## src/rtl/fifo_drain.sv

```systemverilog
`default_nettype none
// ============================================================================
// Module      : fifo_drain
// Description : Read-side consumer for the byte FIFO. Pulls bytes through a
//               2-entry skid buffer onto a valid/ready stream with frame
//               markers and a running transfer counter.
// Revision    : 1.0 - initial release
// ============================================================================
module fifo_drain #(
    parameter int WIDTH       = 8,
    parameter int FRAME_LEN   = 8,
    parameter int FRAME_WIDTH = 3
) (
    input  logic             rd_clk,
    input  logic             reset,
    input  logic             enable,
    input  logic             fifo_empty,
    input  logic [WIDTH-1:0] fifo_data,
    output logic             fifo_rd,
    output logic [WIDTH-1:0] out_data,
    output logic             out_valid,
    input  logic             out_ready,
    output logic             out_last,
    output logic [15:0]      byte_count,
    output logic             busy
);

    // A single-byte frame needs no index bits; keep the counter one bit wide.
    localparam int                  c_IDX_W    = (FRAME_WIDTH < 1) ? 1 : FRAME_WIDTH;
    localparam logic [c_IDX_W-1:0]  c_LAST_IDX = c_IDX_W'(FRAME_LEN - 1);

    logic [1:0]         r_occ;
    logic               r_inflight;
    logic [WIDTH-1:0]   r_head;
    logic [WIDTH-1:0]   r_tail;
    logic [c_IDX_W-1:0] r_idx;
    logic [15:0]        r_byte_count;

    logic               w_pop;
    logic [2:0]         w_level;
    logic [1:0]         w_occ_nxt;
    logic [WIDTH-1:0]   w_head_nxt;
    logic [WIDTH-1:0]   w_tail_nxt;

    assign out_valid  = (r_occ != 2'd0);
    assign out_data   = r_head;
    assign out_last   = out_valid & (r_idx == c_LAST_IDX);
    assign byte_count = r_byte_count;
    assign busy       = (r_occ != 2'd0) | r_inflight;

    assign w_pop   = out_valid & out_ready;
    // Slots committed after this edge; a pop always has occ >= 1, so no underflow.
    assign w_level = {1'b0, r_occ} + {2'b00, r_inflight} - {2'b00, w_pop};
    assign fifo_rd = enable & ~fifo_empty & ~reset & (w_level < 3'd2);

    always_comb begin
        w_occ_nxt  = r_occ;
        w_head_nxt = r_head;
        w_tail_nxt = r_tail;
        case ({r_inflight, w_pop})
            2'b10: begin
                w_occ_nxt = r_occ + 2'd1;
                if (r_occ == 2'd0) begin
                    w_head_nxt = fifo_data;
                end else begin
                    w_tail_nxt = fifo_data;
                end
            end
            2'b01: begin
                w_occ_nxt  = r_occ - 2'd1;
                w_head_nxt = r_tail;
            end
            2'b11: begin
                if (r_occ == 2'd1) begin
                    w_head_nxt = fifo_data;
                end else begin
                    w_head_nxt = r_tail;
                    w_tail_nxt = fifo_data;
                end
            end
            default: begin
            end
        endcase
    end

    always_ff @(posedge rd_clk or posedge reset) begin
        if (reset) begin
            r_occ        <= 2'd0;
            r_inflight   <= 1'b0;
            r_head       <= '0;
            r_tail       <= '0;
            r_idx        <= '0;
            r_byte_count <= 16'd0;
        end else begin
            r_occ      <= w_occ_nxt;
            r_inflight <= fifo_rd;
            r_head     <= w_head_nxt;
            r_tail     <= w_tail_nxt;
            // Frame position follows accepted bytes, so it survives enable gaps.
            if (w_pop) begin
                r_idx        <= (r_idx == c_LAST_IDX) ? '0 : r_idx + c_IDX_W'(1);
                r_byte_count <= r_byte_count + 16'd1;
            end
        end
    end

endmodule
`default_nettype wire
```

## config.mk

```make
export PLATFORM = sky130hd
export DESIGN_NAME = fifo_drain
export DESIGN_NICKNAME = d
export VERILOG_FILES = /design/src/rtl/fifo_drain.sv
export SDC_FILE = /design/constraint.sdc
export NUM_CORES = 1
export LEC_CHECK = 0
export CAP_MARGIN = 15
export CORE_UTILIZATION = 47
export CTS_BUF_LIST = sky130_fd_sc_hd__clkbuf_4
export DETAILED_ROUTE_END_ITERATION = 8
export GPL_TIMING_DRIVEN = 0
export MAX_ROUTING_LAYER = met4
export PLACE_DENSITY = 0.86
export SLEW_MARGIN = 20
export SYNTH_ARGS = -nofsm -noshare
export SYNTH_HDL_FRONTEND = slang
export SYNTH_SLANG_ARGS = --single-unit
```

## constraint.sdc

```tcl
create_clock -name rd_clk -period 2.88 [get_ports rd_clk]
set_input_delay 0.432 -clock rd_clk [delete_from_list [all_inputs] [get_ports rd_clk]]
set_output_delay 0.432 -clock rd_clk [all_outputs]
set_load 0.05 [all_outputs]
```

==> impl_results.md, run 1 <==
- Max cap viols: 0
- Total number of vias: ~1500
- WP buf/inv: 2
- Failing checks: setup timing
- Slew HR: ~66%
- Die Ht: between 60 and 70 um
- Placed Cells incl. Taps: 255
- Sequential fraction of the synthesis area: between 50% and 60%
- Cell accounting for the most synthesized area: dfrtp_1
- CP Launch Type: register
- Fin. max-slew vios: 0
- Vias in the first global route: between 1000 and 1500
- Clk buf depth: 2
- CTS Hold Bufs: 0
- Clock transition at path regs: between 0.1 and 0.15 ns
- Highest Clock Rate: 334.6 MHz
- IO buf count: 40
- Worst path cell trace: inv_2, ha_4, nand2b_4, ha_4, nand2b_4, fa_1, nand2_2, nor4_4, buf_6
- Status: finished with violations
- Crit Path Class: reg -> out
- Pwr/cell area: approximately 1200 mW/mm^2
- Static leakage: about 1.2 nW
- Initial antenna violation count: 0
- Fin. Hold Viols: 0
- Share of layout cells above drive strength 1: 24.46%
- Distinct cells, synth: 35
- CTS root buffer: clkbuf_4
- Row cnt: 22
- Largest net degree at the start of global routing: 31
- Remaining antenna violation count after routing: 0
- Initial Util: a little under 50%
- Htree depth: 2
- CP endpoint kind: output port
- First-pass GRT wire length: 6.596 mm
- Total CTS buffers: 5
- Top Family by Delay on Critical Path: adder cells
- Worst-path fanout max: 2
- Avg Cell Area, Syn: 11.04 um^2
- Post-layout instance count excluding filler cells: 281
- Slowest cell on crit path: fa_1
- CP max stage delay: just over 0.5 ns
- Die area: 0.004154 mm^2
- Die width: 64.45 um
- Setup Skew: roughly 0.01 ns
- Worst-Skew Late Latency: between 0.3 and 0.4 ns
- Post-route DRC: 0
- Core area: 0.003689 mm^2
- Synth Net Count: about 190
- RSZ-0062 raised after global routing: yes
- Global route overflow: 0
- Worst Path Arrival: between 2 and 3 ns
- Number of synthesized register bits: 38
- Initial DRT Pass Iterations: 6
- Net count, final: roughly 250
- R2r setup slk: ~0.060 ns
- Number of DRC markers in iteration 0: 88
- CP Data Required Time: 2.45 ns
- Pre-CTS setup slack: -0.9320 ns
- DRT Wirelength: about 4.2 mm
- Gpl congestion: ~0.77
- Final Critical Period: ~3 ns
- Clk sinks: 38
- Area grow syn2layout: 41.37%
- Peak supply drop: about 730 uV
- I/O Pins: 41
- CTS tree: built
- Final period utilization: 103.8%
- Share of the synthesized area in the top cell type: 51.88%
- Post-DP HPWL: approximately 2.6 mm
- Average routed wire per standard cell: roughly 15 um
- Area contributors post-synth: dfrtp_1 52%, mux2_2 6.8%, xnor2_1 4.3%
- Final setup violation count: 1
- Vias/cell: ~5.2
- N_diodes: 0
- Worst Tran Pin Value: 0.5083 ns
- GRT Total Usage: about 22%
- Yosys warns: 0
- HP Class: in -> async
- Post-Syn Area: ~0.0018 mm^2
- Cells after Synth: between 150 and 200
- Setup WS post-layout: -0.1091 ns
[synthesized netlist by cell type]
cell and count:
dfrtp_1 38, nand2_1 18, mux2_2 11, nor2_1 10
o21ai_0 9, xnor2_1 9, xor2_1 9, a21oi_1 7
o22ai_1 7, ha_1 6, nand4_1 5, and3_1 4
inv_1 4, clkbuf_1 3, nand3_1 3, and4_1 2
nand2b_1 2, nor3_1 2, a21o_1 1, a21oi_4 1
a31oi_1 1, buf_2 1, buf_6 1, clkbuf_2 1
fa_1 1, mux2i_1 1, nand2b_4 1, nor2_2 1
nor2b_1 1, nor3_2 1, nor4_1 1, o21a_1 1
o31ai_1 1, or2_2 1, or4b_4 1
[what timing repair did]
item | 4_1_cts | 5_1_grt
buffers inserted | 17 | 4
gates resized for setup | 13 | 8
cloned | 0 | 0
setup endpoints to repair | 2 | 17
hold endpoints to repair | 0 | 0
pin swaps | 5 | 8
[area by class of cell]
cell class | count | area (um^2)
Fill cell | 265 | 1097
Sequential cell | 38 | 950.9
Multi-Input combinational cell | 118 | 907.1
Timing Repair Buffer | 61 | 586.8
Tap cell | 48 | 60.06
Clock buffer | 5 | 37.54
Buffer | 4 | 17.52
Clock inverter | 3 | 16.27
Inverter | 4 | 15.01
[power breakdown]
group | leakage, nW | total [mW] | switching (mW) | internal (mW)
registers | 0.472 | 0.911 | 0.168 | 0.743
clock network | 0.0286 | 0.278 | 0.187 | 0.0907
logic | 0.650 | 1.82 | 1.03 | 0.784
[cell usage in the layout (no fill, tap or decap), types with 4 or more instances in the layout]
cell type	instances
nand4_1	5
nor2_1	10
clkbuf_4	5
and3_1	4
mux2_2	9
dfrtp_1	38
xnor2_1	9
buf_4	18
o21ai_0	9
o22ai_1	7
nand2_1	17
clkdlybuf4s50_1	38
xor2_1	9
a21oi_1	7
[sequential cells by signal, summed over array words and instances (netlist names)]
name,flops
r_inflight,1
byte_count,16
r_tail,8
r_idx,3
r_occ,2
out_data,8
[metal layers]
layer  global-route usage [%]  wire, um  vias to the layer above
met5                        -         0                        -
met4                    11.11       118                        0
met3                    4.401       147                        8
met2                    36.71      2076                       41
met1                    25.58      1852                      709
li1                         -         -                      710
[metrics by stage]
stage          hold WS [ns]  utilization [%]  setup TNS (ns)  power (mW)  cell area [um^2]
2_1_floorplan        0.4753                -         -0.2177       2.016              1869
3_3_place_gp         0.4591            63.16         -0.9069       2.427              2330
3_5_place_dp         0.4611            63.70         -0.9320       2.478              2350
4_1_cts              0.3811            68.86          -1.185       2.935              2540
5_1_grt              0.3970            70.25         -0.2251       3.178              2591
6_report             0.3763            70.25         -0.1091       3.006              2591
[logic make-up after synthesis]
| kind of cell | Yosys count | synth area share (%) |
|---|---|---|
| simple gates | 53 | 15.22 |
| flops | 38 | 51.88 |
| compound gates | 28 | 9.215 |
| xor+xnor | 18 | 8.601 |
| mux | 12 | 7.304 |
| buf+inv | 10 | 2.593 |
| fa+ha+maj | 7 | 5.188 |
[worst paths after layout]
check	start	to	cells past startpoint
max in group asynchronous	reset	byte_count[9]	3
min	reset	out_data[1]	2
min reg2reg	byte_count[15]	byte_count[15]	1
min in group rd_clk	byte_count[15]	byte_count[15]	1
max reg2reg	r_occ[1]	r_tail[1]	16
max	r_occ[0]	fifo_rd	9
Power figures use the tool's default switching activity.
==> inputs of run 2 (changes only) <==
- CAP_MARGIN: 15 -> not set
==> results of run 2 <==
The final DEF is identical to that of run 1; final timing and power are the same.
==> inputs of run 3 (changes only) <==
- HOLD_SLACK_MARGIN: not set -> 0.06
==> results of run 3 <==
The final DEF is identical to that of run 1; final timing and power are the same.
